===== config.mk =====
export PLATFORM = sky130hd
export DESIGN_NAME = time_display_encoder
export DESIGN_NICKNAME = d
export VERILOG_FILES = /design/src/rtl/time_display_encoder.sv
export SDC_FILE = /design/constraint.sdc
export NUM_CORES = 1
export LEC_CHECK = 0
export CORE_ASPECT_RATIO = 2
export CORE_MARGIN = 2
export CORE_UTILIZATION = 45
export DETAILED_ROUTE_END_ITERATION = 8
export PLACE_DENSITY = 0.67
export SYNTH_ARGS = -nofsm -noshare
export SYNTH_HDL_FRONTEND = slang
export SYNTH_SLANG_ARGS = --single-unit

===== constraint.sdc =====
create_clock -name clk_50MHz -period 6.61 [get_ports clk_50MHz]
set_input_delay 0.9915 -clock clk_50MHz [delete_from_list [all_inputs] [get_ports clk_50MHz]]
set_output_delay 0.9915 -clock clk_50MHz [all_outputs]
set_load 0.05 [all_outputs]

===== src/rtl/time_display_encoder.sv =====
// time_display_encoder
//   Samples the time-of-day counter once per refresh tick. A sample is only used
//   once it is stable for a full cycle, and it is converted to BCD with a sequential
//   double-dabble. The result drives four static 7-segment digits showing HH:MM.
//
// Ports
//   reset         async active-high reset
//   clk_50MHz     system clock
//   minutes       signed minutes from the time counter (legal 0..59)
//   hours         signed hours from the time counter (legal 0..23)
//   hex0..hex3    minutes ones/tens, hours ones/tens; bit0 = seg a .. bit6 = seg g
//   digits_valid  displays show a converted in-range time
//   range_err     displays show dashes because the sample was out of range
//   update_done   one-cycle pulse whenever hex0..hex3 are reloaded
module time_display_encoder #(
    parameter int unsigned REFRESH_DIV        = 50000,
    parameter bit          SEG_ACTIVE_LOW     = 1'b1,
    parameter bit          BLANK_LEADING_ZERO = 1'b0
) (
    input  logic               reset,
    input  logic               clk_50MHz,
    input  logic signed [31:0] minutes,
    input  logic signed [31:0] hours,
    output logic        [6:0]  hex0,
    output logic        [6:0]  hex1,
    output logic        [6:0]  hex2,
    output logic        [6:0]  hex3,
    output logic               digits_valid,
    output logic               range_err,
    output logic               update_done
);

    localparam int unsigned    DivW     = $clog2(REFRESH_DIV);
    localparam logic [DivW-1:0] DivMax  = DivW'(REFRESH_DIV - 1);
    localparam logic [6:0]     SegPol   = {7{SEG_ACTIVE_LOW}};
    localparam logic [6:0]     SegBlank = 7'h00 ^ SegPol;
    localparam logic [6:0]     SegDash  = 7'h40 ^ SegPol;

    typedef enum logic [1:0] {StIdle, StConfirm, StConvert, StUpdate} state_e;

    // Active-high pattern for one BCD digit, {g,f,e,d,c,b,a}
    function automatic logic [6:0] seg_encode(input logic [3:0] d);
        logic [6:0] s;
        case (d)
            4'd0:    s = 7'h3F;
            4'd1:    s = 7'h06;
            4'd2:    s = 7'h5B;
            4'd3:    s = 7'h4F;
            4'd4:    s = 7'h66;
            4'd5:    s = 7'h6D;
            4'd6:    s = 7'h7D;
            4'd7:    s = 7'h07;
            4'd8:    s = 7'h7F;
            4'd9:    s = 7'h6F;
            default: s = 7'h00;
        endcase
        return s;
    endfunction

    // One double-dabble iteration on {tens, ones, binary[5:0]}
    function automatic logic [13:0] dd_step(input logic [13:0] r);
        logic [3:0] t;
        logic [3:0] o;
        t = r[13:10];
        o = r[9:6];
        if (t >= 4'd5) t = t + 4'd3;
        if (o >= 4'd5) o = o + 4'd3;
        return {t[2:0], o, r[5:0], 1'b0};
    endfunction

    state_e             state_q, state_d;
    logic [DivW-1:0]    div_q, div_d;
    logic signed [31:0] samp_min_q, samp_min_d;
    logic signed [31:0] samp_hrs_q, samp_hrs_d;
    logic [1:0]         retry_q, retry_d;
    logic [2:0]         iter_q, iter_d;
    logic [13:0]        dd_min_q, dd_min_d;
    logic [13:0]        dd_hrs_q, dd_hrs_d;
    logic [6:0]         hex0_q, hex0_d, hex1_q, hex1_d, hex2_q, hex2_d, hex3_q, hex3_d;
    logic               valid_q, valid_d, err_q, err_d, done_q, done_d;

    logic tick, samples_equal, in_range;
    logic capture, clr_retry, inc_retry, load_dash, load_dd, step_dd, load_digits;

    assign tick          = (div_q == DivMax);
    assign samples_equal = (minutes == samp_min_q) && (hours == samp_hrs_q);
    assign in_range      = (samp_min_q >= 0) && (samp_min_q <= 59) &&
                           (samp_hrs_q >= 0) && (samp_hrs_q <= 23);

    // FSM state register
    always_ff @(posedge clk_50MHz or posedge reset) begin
        if (reset) state_q <= StIdle;
        else       state_q <= state_d;
    end

    // FSM next state
    always_comb begin
        state_d = state_q;
        unique case (state_q)
            StIdle:    if (tick) state_d = StConfirm;
            StConfirm: begin
                if (samples_equal)          state_d = in_range ? StConvert : StIdle;
                else if (retry_q == 2'd2)   state_d = StIdle;  // third mismatch gives up
            end
            StConvert: if (iter_q == 3'd5) state_d = StUpdate;
            StUpdate:  state_d = StIdle;
            default:   state_d = StIdle;
        endcase
    end

    // FSM datapath strobes
    always_comb begin
        capture     = 1'b0;
        clr_retry   = 1'b0;
        inc_retry   = 1'b0;
        load_dash   = 1'b0;
        load_dd     = 1'b0;
        step_dd     = 1'b0;
        load_digits = 1'b0;
        unique case (state_q)
            StIdle: begin
                capture   = tick;
                clr_retry = tick;
            end
            StConfirm: begin
                capture   = !samples_equal;
                inc_retry = !samples_equal;
                load_dash = samples_equal && !in_range;
                load_dd   = samples_equal && in_range;
            end
            StConvert: step_dd     = 1'b1;
            StUpdate:  load_digits = 1'b1;
            default: ;
        endcase
    end

    // Datapath next state
    always_comb begin
        div_d      = tick ? '0 : div_q + 1'b1;
        samp_min_d = capture ? minutes : samp_min_q;
        samp_hrs_d = capture ? hours   : samp_hrs_q;
        retry_d    = retry_q;
        if (clr_retry)      retry_d = 2'd0;
        else if (inc_retry) retry_d = retry_q + 2'd1;
        iter_d   = iter_q;
        dd_min_d = dd_min_q;
        dd_hrs_d = dd_hrs_q;
        if (load_dd) begin
            iter_d   = 3'd0;
            dd_min_d = {8'd0, samp_min_q[5:0]};
            dd_hrs_d = {8'd0, samp_hrs_q[5:0]};
        end else if (step_dd) begin
            iter_d   = iter_q + 3'd1;
            dd_min_d = dd_step(dd_min_q);
            dd_hrs_d = dd_step(dd_hrs_q);
        end
        hex0_d  = hex0_q;
        hex1_d  = hex1_q;
        hex2_d  = hex2_q;
        hex3_d  = hex3_q;
        valid_d = valid_q;
        err_d   = err_q;
        done_d  = load_dash || load_digits;
        if (load_dash) begin
            hex0_d  = SegDash;
            hex1_d  = SegDash;
            hex2_d  = SegDash;
            hex3_d  = SegDash;
            valid_d = 1'b0;
            err_d   = 1'b1;
        end else if (load_digits) begin
            hex0_d  = seg_encode(dd_min_q[9:6])   ^ SegPol;
            hex1_d  = seg_encode(dd_min_q[13:10]) ^ SegPol;
            hex2_d  = seg_encode(dd_hrs_q[9:6])   ^ SegPol;
            hex3_d  = (BLANK_LEADING_ZERO && dd_hrs_q[13:10] == 4'd0) ? SegBlank :
                      seg_encode(dd_hrs_q[13:10]) ^ SegPol;
            valid_d = 1'b1;
            err_d   = 1'b0;
        end
    end

    always_ff @(posedge clk_50MHz or posedge reset) begin
        if (reset) begin
            div_q      <= '0;
            samp_min_q <= '0;
            samp_hrs_q <= '0;
            retry_q    <= 2'd0;
            iter_q     <= 3'd0;
            dd_min_q   <= '0;
            dd_hrs_q   <= '0;
            hex0_q     <= SegBlank;
            hex1_q     <= SegBlank;
            hex2_q     <= SegBlank;
            hex3_q     <= SegBlank;
            valid_q    <= 1'b0;
            err_q      <= 1'b0;
            done_q     <= 1'b0;
        end else begin
            div_q      <= div_d;
            samp_min_q <= samp_min_d;
            samp_hrs_q <= samp_hrs_d;
            retry_q    <= retry_d;
            iter_q     <= iter_d;
            dd_min_q   <= dd_min_d;
            dd_hrs_q   <= dd_hrs_d;
            hex0_q     <= hex0_d;
            hex1_q     <= hex1_d;
            hex2_q     <= hex2_d;
            hex3_q     <= hex3_d;
            valid_q    <= valid_d;
            err_q      <= err_d;
            done_q     <= done_d;
        end
    end

    assign hex0         = hex0_q;
    assign hex1         = hex1_q;
    assign hex2         = hex2_q;
    assign hex3         = hex3_q;
    assign digits_valid = valid_q;
    assign range_err    = err_q;
    assign update_done  = done_q;

endmodule


=== Yosys cells after proc, flatten, opt, wreduce, memory -nomap -nowiden ===
Memories as Yosys holds them, arrays and structs flattened.
Index checks and enable logic that the tools add are counted.
W data, S select, Z words.

* Input bits: 66
* Flip-flop bits (word level): 146
* ROM bits: 448
* Output and inout bits: 31
* Word-level logic and storage cells: 109
* Memories kept: 4

* Equal/unequal tests: 11
* Add/subtract/negate cells: 7
* Bitwise operators: 4
* Muxes and demuxes: 46
* Reductions and logical operators: 14
* $lt $le $gt $ge: 8

{| class="wikitable"
|+ Memories
! memory !! words !! width !! rd ports !! clocked after Yosys merged registers in !! write ports !! line !! source
|-
| (name not given) || 16 || 7 || 1 || 0 || 0 || 44 || <nowiki>case (d)</nowiki>
|-
| (name not given) || 16 || 7 || 1 || 0 || 0 || 44 ||
|-
| (name not given) || 16 || 7 || 1 || 0 || 0 || 44 ||
|-
| (name not given) || 16 || 7 || 1 || 0 || 0 || 44 ||
|}

{| class="wikitable"
|+ Operator list
! kind !! count
|-
| $mux W7 || 16
|-
| $eq A32 B32 Y1 || 2
|-
| $ge A32 B1 Y1 const B || 2
|-
| $mux W14 || 4
|-
| $le A32 B6 Y1 const B || 1
|-
| $le A32 B7 Y1 const B || 1
|-
| $not A7 Y7 || 4
|-
| $add A16 B1 Y16 const B || 1
|-
| $eq A16 B16 Y1 const B || 1
|-
| $ge A4 B3 Y1 const B || 4
|-
| $mux W16 || 1
|-
| $mux W2 || 7
|-
| $mux W3 || 4
|-
| $mux W1 || 10
|-
| $add A4 B2 Y4 const B || 2
|-
| $mux W4 || 2
|-
| $pmux W2 S4 || 1
|-
| $add A3 B2 Y3 const B || 2
|-
| $eq A2 B2 Y1 const B || 3
|-
| $logic_and A1 B1 Y1 || 6
|-
| $reduce_bool A2 Y1 || 3
|-
| $ne A2 B2 Y1 const B || 2
|-
| $add A3 B1 Y3 const B || 1
|-
| $eq A3 B3 Y1 const B || 1
|-
| other kinds (8) || 9
|}

=== Depth between registers and ports, before layout ===
Gate-level depths: netlist (run 1).

* Depth in word-level cells: 11
* Depth in mapped cells: 8
* Gate-level depth less buffers: 7

=== Worst setup path before layout (run 1) ===
OpenSTA, ideal clock, no wires.

* Path kind: input-to-reg
* Start: in hours[3]
* End: reg valid_q, in the netlist digits_valid
* Setup time: 118 ps
* Required time: 6492 ps
* Arrival time: 2493 ps
* Setup slack: 3999 ps
* Buffers on the path: 2
* Cell stages on the path: 8
* Cells stage by stage: xnor2_1 nand4_1 nor4_1 nand4_1 or3_1 clkbuf_1 buf_6 a21o_1

* Longest elaborated chain between the ends: 5

{| class="wikitable"
|+ RTL lines
! what !! line !! source
|-
| from (decl) || 23 || <nowiki>input logic signed [31:0] hours,</nowiki>
|-
| $eq A32 B32 Y1 * || 86 || <nowiki>assign samples_equal = (minutes == samp_min_q) && (hours == samp_hrs_q);</nowiki>
|-
| $logic_and A1 B1 Y1 * || 86 ||
|-
| $logic_and A1 B1 Y1 * || 128 || <nowiki>load_dash = samples_equal && !in_range;</nowiki>
|-
| $mux W1 * || 120 || <nowiki>unique case (state_q)</nowiki>
|-
| $mux W1 / $reduce_bool A2 Y1 (equally long branches) || n/a ||
|-
| to (signal assigned) || 210 || <nowiki>valid_q <= valid_d;</nowiki>
|-
| to (decl) || 80 || <nowiki>logic valid_q, valid_d, err_q, err_d, done_q, done_d;</nowiki>
|}

Mark *: on every way between the ends. The rest lies on a longest branch, timed or not.
A chain may end at the register's enable or synchronous reset.

=== Worst setup path in the final report (run 1) ===
* Start: in hours[24]
* End: reg hex0_q[6], in the netlist hex0[6]

* Longest elaborated chain between the ends: 5

{| class="wikitable"
|+ RTL lines
! what !! line !! source
|-
| $eq A32 B32 Y1 * || 86 ||
|-
| $logic_and A1 B1 Y1 * || 86 ||
|-
| $logic_and A1 B1 Y1 * || 128 ||
|-
| $mux W1 * || 120 ||
|-
| $mux W7 / $reduce_bool A2 Y1 (equally long branches) || n/a ||
|-
| to (signal assigned) || 191 || <nowiki>hex0_q <= SegBlank;</nowiki>
|-
| to (decl) || 79 || <nowiki>logic [6:0] hex0_q, hex0_d, hex1_q, hex1_d, hex2_q, hex2_d, hex3_q, hex3_d;</nowiki>
|}

Marks and branches as above.

==> results of run 1 <==
[registers in the layout, summed over array words and instances, names as in the netlist, named ones only]
register and flops:
samp_hrs_q 32, samp_min_q 32, dd_hrs_q 14, hex0 7, range_err 1, dd_min_q 14
div_q 16, hex3 7, retry_q 2, iter_q 3, hex1 7, digits_valid 1
update_done 1, hex2 7, state_q 1
[synth_stat cells, types with 3 or more instances]
master / count / share of area (%)
sky130_fd_sc_hd__dfrtp_1: 118 / 39
sky130_fd_sc_hd__xnor2_1: 76 / 8.9
sky130_fd_sc_hd__nor2_1: 71 / 3.6
sky130_fd_sc_hd__mux2_2: 65 / 9.8
sky130_fd_sc_hd__nand2_1: 61 / 3.1
sky130_fd_sc_hd__a21oi_1: 48 / 3.2
sky130_fd_sc_hd__dfstp_2: 28 / 9.8
sky130_fd_sc_hd__ha_1: 28 / 4.7
sky130_fd_sc_hd__clkbuf_1: 22 / 1.1
sky130_fd_sc_hd__inv_1: 22 / 1.1
sky130_fd_sc_hd__nand4_1: 21 / 1.8
sky130_fd_sc_hd__o22ai_1: 18 / 1.5
sky130_fd_sc_hd__nor4_1: 16 / 1.3
sky130_fd_sc_hd__o21ai_0: 14 / 0.94
sky130_fd_sc_hd__a31oi_1: 12 / 1.0
sky130_fd_sc_hd__nor3_1: 12 / 0.80
sky130_fd_sc_hd__buf_2: 10 / 0.67
sky130_fd_sc_hd__nand2b_1: 10 / 0.84
sky130_fd_sc_hd__nand3_1: 10 / 0.67
sky130_fd_sc_hd__xor2_1: 9 / 1.1
sky130_fd_sc_hd__a211oi_1: 6 / 0.60
sky130_fd_sc_hd__and3_1: 5 / 0.42
sky130_fd_sc_hd__a22oi_1: 4 / 0.40
sky130_fd_sc_hd__nor2b_1: 4 / 0.33
sky130_fd_sc_hd__a31o_1: 3 / 0.35
sky130_fd_sc_hd__mux2i_1: 3 / 0.40
[worst register-to-register path, delay by kind of cell (launching register included)]
kind,cells,cell delay [ns]
and+or+nand+nor,4,2.04
DFF,1,0.40
xor gates and xnor gates,1,0.44
AOI/OAI and AO/OA,1,0.43
[logic make-up (layout without fill, tap and decap cells)]
group | after synthesis | count (layout)
AOI/OAI and AO/OA | 116 | 116
xor gates and xnor gates | 85 | 85
DFF | 146 | 146
buffers and inverters | 55 | 155
muxes | 68 | 68
adders and majority gates | 28 | 28
and+or+nand+nor | 218 | 218
[area by class of cell]
cell class                 count  area [sq um]
inverter                      22          87.6
timing repair buffer         101           998
sequential                   146          3690
clock buffer                  18           429
multi-input combinational    515          3570
fill                        1418          7080
tap                          204           255
clock inverter                14           156
[per-stage QoR]
stage	instances	hold WS [ns]	worst slack (ns)	total power [mW]
after CTS	1020	0.477	2.61	2.05
after floorplan	716	0.425	1.74	1.01
after detailed placement	988	0.468	2.18	1.09
after global placement	988	0.439	2.21	1.08
final	1020	0.477	2.63	2.03
after global routing	1020	0.494	2.39	2.11
[report_power, final]
part           switching (mW)  leakage (nW)  total [mW]  internal [mW]
logic                  0.0565          1.90       0.133         0.0765
clock network           0.396         0.262       0.957          0.561
registers              0.0218          1.62       0.936          0.915
[worst min-delay path by stage]
stage                  endpoint  cells past startpoint
finish                 div_q[0]                      1
global route        dd_hrs_q[5]                      2
global placement       div_q[0]                      1
detailed placement     div_q[0]                      1
CTS                    div_q[0]                      1
floorplan              div_q[0]                      1
[metal layers]
| metal | up-vias | wire, um |
|---|---|---|
| met5 | - | 0 |
| met1 | 2693 | 6040 |
| met4 | 0 | 752 |
| met2 | 129 | 9800 |
| met3 | 31 | 531 |
| li1 | 2677 | - |
==> impl_summary.md, run 1 <==
Critical path
The data arrival at the endpoint of the critical path is 4.32 ns. The beginning of the worst register-to-register path is samp_hrs_q[24]. The reg-to-reg setup timing slack is 3.24 ns. The endpoint of the most critical setup path is hex0[6]. STA classifies the critical path startpoint as an input pin. The buffers plus inverters on the worst setup path is 1.

The critical path runs through a total of 7 cells. The data required time at the worst endpoint is 6.95 ns. In this run the critical register-to-register path is captured at hex0[6].

The highest cell delay on the worst timing path is ~0.94 ns. The path depth of the worst reg2reg path is 6. On the critical path the largest part of the delay comes from simple AND/OR/NAND/NOR gates. Traced cell by cell, the critical path runs through clkdlybuf4s50_1 -> xnor2_1 -> nand4_1 -> nor4_1 -> nand4_1 -> or3_1 -> a31o_2. The dominant cell type by count on the critical path is sky130_fd_sc_hd__nand4_1. The slowest cell on the critical path is sky130_fd_sc_hd__or3_1. The capturing element type of the critical path is a flop.

The most critical setup path has its startpoint at hours[24]. Along the worst path, the maximum fanout reaches 31. The setup path with the least slack is of type input pin to flop.

Finish
The count of nets after finishing is roughly 900. The post-route cell area is 0.00919 sq mm. The antenna diode instance count is 0.

The post-route netlist has 16.3% of its cells at a drive strength greater than 1. Leaving out fill and tap cells, the most frequent cells in the layout are sky130_fd_sc_hd__dfrtp_1 (118), sky130_fd_sc_hd__clkdlybuf4s50_1 (96), sky130_fd_sc_hd__xnor2_1 (76), sky130_fd_sc_hd__nor2_1 (71), sky130_fd_sc_hd__mux2_2 (65). The area growth from synthesis to layout is 22.9%. The utilization after layout is approximately 56%. The most common cell after layout, fill and taps aside is sky130_fd_sc_hd__dfrtp_1.

Synth
The average instance area after synthesis is 10.4 sq um. After technology mapping, the gate count stands at between 700 and 800. Summing the areas of all compound-gate instances in the mapped netlist gives 9.22% of the synthesized area. The distinct cell type count after synthesis is 42. The proportion of synthesized area in mux cells is between 10% and 20%. The most used flip-flop cell after synthesis is sky130_fd_sc_hd__dfrtp_1.

The post-synth net total is 810. After synthesis, the largest family of logic cells by area is simple AND/OR/NAND/NOR gates. During synthesis, Yosys emitted a total of 0 warnings. The number of enable-type register cells in the synthesized netlist is 0. The cell area after technology mapping is 0.00748 sq mm. After synthesis the netlist holds a flip-flop and latch count of 146. The share of flip-flops with an asynchronous set or reset after synthesis is 100%.

Of the total synthesized cell area, the portion taken by full adders, half adders and majority gates is 4.69%. The synthesized netlist devotes under 10% of its cell area to XOR and XNOR gates. The sequential element share of the synthesized area is between 40% and 50%. The fraction of the mapped netlist area in simple logic gates is 13.6%.

Placement
In this run the tool buffered the top-level ports with between 90 and 100 buffer cells. The placement-stage cell area is approximately 0.0086 sq mm. Detailed placement ended at an HPWL of around 13 mm. The final weighted congestion in routability-driven placement is around 0.88.

Drt
After detailed routing, the number of remaining DRC violations is 0. The routed wire length per instance is around 17 um. For this block, the via count after detailed routing is approximately 5.5k.

The detailed router finished its first iteration with roughly 300 violations. The first detailed-routing pass ran for 6 iterations. After detailed routing, the number of vias per cell comes to about 5.4. The post-route antenna net violation count is 0. The total detailed-routing wirelength is between 15 and 20 mm.

Clocking
The latest clock arrival within the worst-skew pair is between 0.4 and 0.5 ns. The post-cts hold buffer count is 0. The clock passes through at most 2 buffers. The tree built by TritonCTS fans out to around 150 sinks. The clock root buffer is sky130_fd_sc_hd__clkbuf_16. After clock tree synthesis, the clock-pin slew on the worst setup and hold paths is roughly 0.06 ns. The number of clock buffers added by TritonCTS is 17. The post-cts sizing count is 0.

The clock tree synthesis step divided the H-tree into 4 levels. Buffers added to address setup during post-CTS repair amount to 0. TritonCTS built the clock tree.

STA
The post-route setup TNS is 0 ns. The clock period could shrink to slightly below 4 ns. The largest clock skew in the final design is 0.0123 ns. Setup violations remaining at the end of the flow were counted as 0. The final critical path takes up 60.1% of the cycle.

The worst pin sits at a relative slew slack of approximately a third. Setup repair after global routing left no endpoint under its margin. The count of pins over their slew limit is 0.

The number of failing hold endpoints at the final stage is 0. The maximum clock rate is roughly 0.25 GHz. The slew at the pin closest to its max-slew limit is just over 1 ns.

Outcome
The flow ran to the end, and the final reports show no timing, DRC or antenna violations.

Hold path
The source of the worst hold timing path is div_q[0]. In this run the worst hold path is classified as flop to flop.

Floorplanning
The count of standard-cell rows is between 60 and 70. The placeable core region is 0.0163 sq mm. The top-level I/O count is 97. For this configuration, the core starts out at a cell density of around 46%. The width of the die is ~95 um. The area of the die is about 0.018 sq mm.

The height of the chip is approximately 190 um.

Global routing
The pin count of the biggest net entering global routing is between 90 and 100. For this run the aggregate overflow at the end of global routing stands at 0. The initial antenna violation count is 0. The layer with the highest usage is met2. The first-pass GRT wire length is ~29 mm. Global routing consumed, over all layers together, a little over a fifth of the routing resources. The met3 usage in global routing is ~4.4%. The number of global-route vias before repair is 5,881. In the global route stage, met1 resource usage came out at 21.5%. The routing usage on met2 is 39.2%.

Pwr
Summed over all cells, the static leakage comes to between 3 and 4 nW. The peak supply drop is ~180 uV. The areal power density over the cells is 221 mW/mm^2.

Job
The number of maximum-capacitance violations is 0.
Power figures use the tool's default switching activity.
==> run 2: changes to the inputs <==
--- a/config.mk
+++ b/config.mk
@@ -9,7 +9,7 @@
 export CORE_MARGIN = 2
 export CORE_UTILIZATION = 45
 export DETAILED_ROUTE_END_ITERATION = 8
-export PLACE_DENSITY = 0.67
+export PLACE_DENSITY = 0.7
 export SYNTH_ARGS = -nofsm -noshare
 export SYNTH_HDL_FRONTEND = slang
 export SYNTH_SLANG_ARGS = --single-unit
==> constraint.sdc (replaced) <==
create_clock -name clk_50MHz -period 3.6 [get_ports clk_50MHz]
set_input_delay 0.54 -clock clk_50MHz [delete_from_list [all_inputs] [get_ports clk_50MHz]]
set_output_delay 0.54 -clock clk_50MHz [all_outputs]
set_load 0.05 [all_outputs]
==> impl_summary.md, run 2 (same netlist as run 1, synthesis figures left out) <==
STA
Setup repair after global routing left no endpoint under its margin. After layout, the worst setup slack is about 0.89 ns. In this run the tightest slew margin relative to its limit is 58.0%. The largest clock skew in the final design is roughly 0.010 ns.

The post-route setup TNS is 0 ns. The number of failing hold endpoints at the final stage came to 0. Of the available clock period, the critical path in the final layout requires around 75%.

The count of pins over their slew limit came to 0. At the pin with the least slew margin, the transition time is approximately 0.62 ns. The minimum hold slack is 0.464 ns. Setup violations remaining at the end of the flow were counted as 0. The shortest clock period the worst path allows after layout is roughly 2.7 ns. The maximum clock rate is 0.368 GHz.

Critical path
The element type at the critical path start is an input pin. The worst register-to-register path has a depth of 7. On the worst path, the slowest cell contributes a delay of around 0.48 ns. The worst register-to-register path begins at samp_min_q[5].

Of all nets on the critical path, the largest fanout is 65. The critical path in this run is classified as input pin to flop. The worst register-to-register path ends at hex0[6]. The reg-to-reg setup timing slack is 1.06 ns. The slowest cell on the critical path is sky130_fd_sc_hd__clkdlybuf4s50_1.

Walking the worst path, the cells encountered are clkdlybuf4s50_1 -> xnor2_1 -> nand4_1 -> nor4_1 -> and4_1 -> o21ai_4 -> buf_12 -> mux2_2. The data arrival at the endpoint of the critical path is approximately 3 ns. STA classifies the critical path endpoint as a flop. Data on the critical path is required at its endpoint by 3.89 ns.

Pwr
For this design the total switching power over the nets is 0.841 mW. The switching share of total power is around 23%. Dividing total power by cell area gives a power density of roughly 400 mW/mm^2.

IR analysis of the VDD net gives a maximum drop of ~360 uV. The part of the power in the clock network is a little under half. Summed over all cells, the static leakage comes to roughly 3.8 nW. The relative contribution of combinational cells to total power is roughly 6.9%. Cell internal power was estimated by the tool at 2.86 mW. The sequential share of power is approximately 47%.

Global routing
Global routing used about a fifth of the available tracks across all layers. The number of global-route vias before repair is 5,791. The pin count of the biggest net entering global routing is between 90 and 100.

The initial antenna violation count is 0. The first global-routing pass estimated 28.1 mm of wire. Global routing finished with a remaining overflow of 0.

Finish
In the final layout, flip-flops and latches occupy ~0.0037 sq mm. In the layout the commonest cells are sky130_fd_sc_hd__dfrtp_1 (118), sky130_fd_sc_hd__clkdlybuf4s50_1 (96), sky130_fd_sc_hd__xnor2_1 (76), sky130_fd_sc_hd__nor2_1 (71), sky130_fd_sc_hd__mux2_2 (65). The repair_antennas step left the layout with diodes totalling 0. After the last flow step, the layout net total stands at between 900 and 1k.

Summing all non-filler instances in the final layout gives an area of just over 0.009 sq mm. The number of fillers in the final layout is between 1k and 1.5k. The most common cell after layout, fill and taps aside is sky130_fd_sc_hd__dfrtp_1. The final cell count without fillers is just over 1k.

The largest registers in the layout are samp_hrs_q (32), samp_min_q (32), div_q (16). In the final layout, the share of cells above drive strength 1 is between 10% and 20%. The footprint of the multi-input gates is approximately 0.0036 sq mm. The area growth from synthesis to layout is 23.7%.

Clocking
The count of clock tree sinks is 146. The number of buffers between clock root and the deepest sink is 2. The clock slew at the register clock pins of the worst setup and hold paths is 0.06 ns.

The clock root buffer is sky130_fd_sc_hd__clkbuf_16. The post-cts hold buffer count is 0. The post-cts sizing count is 0. The CTS tree is built.

Counting the buffers created by CTS gives 17. Post-CTS timing repair inserted 0 buffers for setup. The maximum level of the CTS H-tree is 4.

Clock latency on the worst-skew pair, taken at its later pin, is about 0.41 ns.

Hold path
The cell depth of the worst min-delay path is 1. The source of the worst hold timing path is div_q[0]. The path with the worst hold slack has its endpoint at div_q[0]. In this run the worst hold path is classified as flop to flop.

Floorplanning
The top-level I/O count is 97. The die is roughly 95 um wide. The core region is approximately 0.016 sq mm. The floorplan step defined a die boundary enclosing around 0.018 sq mm.

Row generation in the floorplan step produced 66 rows. The floorplan step set the die height to approximately 190 um. Once the floorplan was initialized, standard cells occupied a little under half of the core.

Placement
Summed over all nets, the half-perimeter wirelength after detailed placement is between 10 and 15 mm. Routability-driven placement finished with a final weighted congestion of between 0.8 and 0.9. Summing all placed instances gives a cell area of 0.00867 sq mm.

The count of buffers added on input and output ports is 96. Including well taps, the total number of placed cells is about 990. Prior to clock tree synthesis, the placed netlist has a worst setup slack of just under 0.5 ns.

Drt
The routed layout has ~5.6k vias. The first routing iteration left ~210 violations. After detailed routing, the number of remaining DRC violations is 0. The first detailed-routing pass ran for 5 iterations. Dividing the detail-routed via count by the number of cells gives about 5.5. The post-route antenna net violation count is 0. The routed design has 17.3 mm of wire. In the final routed layout, each cell accounts on average for 16.9 um.

Outcome
The run finished with clean final reports.

Job
The number of maximum-capacitance violations is 0.
## run 2: final cells by class
class	instances	share of cell area, %
sequential	146	39.9
clock buffer	19	4.79
multi-input combinational	515	38.6
timing repair buffer	107	11.5
tap	204	2.76
inverter	22	0.933
clock inverter	13	1.49
## run 2: worst max-delay path by stage
stage                          start                         end  slack, ns
final                      hours[14]              samp_min_q[11]       0.89
after global routing        hours[6]                     hex0[6]       0.78
after CTS                  hours[14]                     hex0[6]       0.91
after detailed placement   hours[14]                     hex0[6]       0.49
after global placement    minutes[1]                     hex0[6]       0.53
after floorplan                reset  asynchronous set/reset pin       1.25
## run 2: per-layer routing
metal	GRT usage, %	wire length (um)	up-vias
met3	3.18	525	41
met4	10.9	767	0
met2	39.0	9880	140
met1	20.8	6160	2758
met5	0	0	-
li1	-	-	2679
## run 2: critical path: cells and delay by family
kind | cells | cell delay [ns]
simple gates | 3 | 1.00
buf+inv | 2 | 0.68
mux | 1 | 0.33
xor+xnor | 1 | 0.29
compound gates | 1 | 0.10
## run 2: per-stage QoR
stage	utilization [%]	power [mW]
2_1_floorplan	-	1.86
3_3_place_gp	53.3	2.00
3_5_place_dp	53.3	2.00
4_1_cts	56.9	3.73
5_1_grt	56.9	3.84
6_report	56.9	3.70
## run 2: power by group through the flow
stage                     clock network (mW)  registers (mW)  logic (mW)
after detailed placement                   0            1.75       0.256
after global placement                     0            1.74       0.253
after CTS                               1.75            1.72       0.259
after floorplan                            0            1.74       0.125
after global routing                    1.84            1.72       0.275
final                                   1.72            1.72       0.255
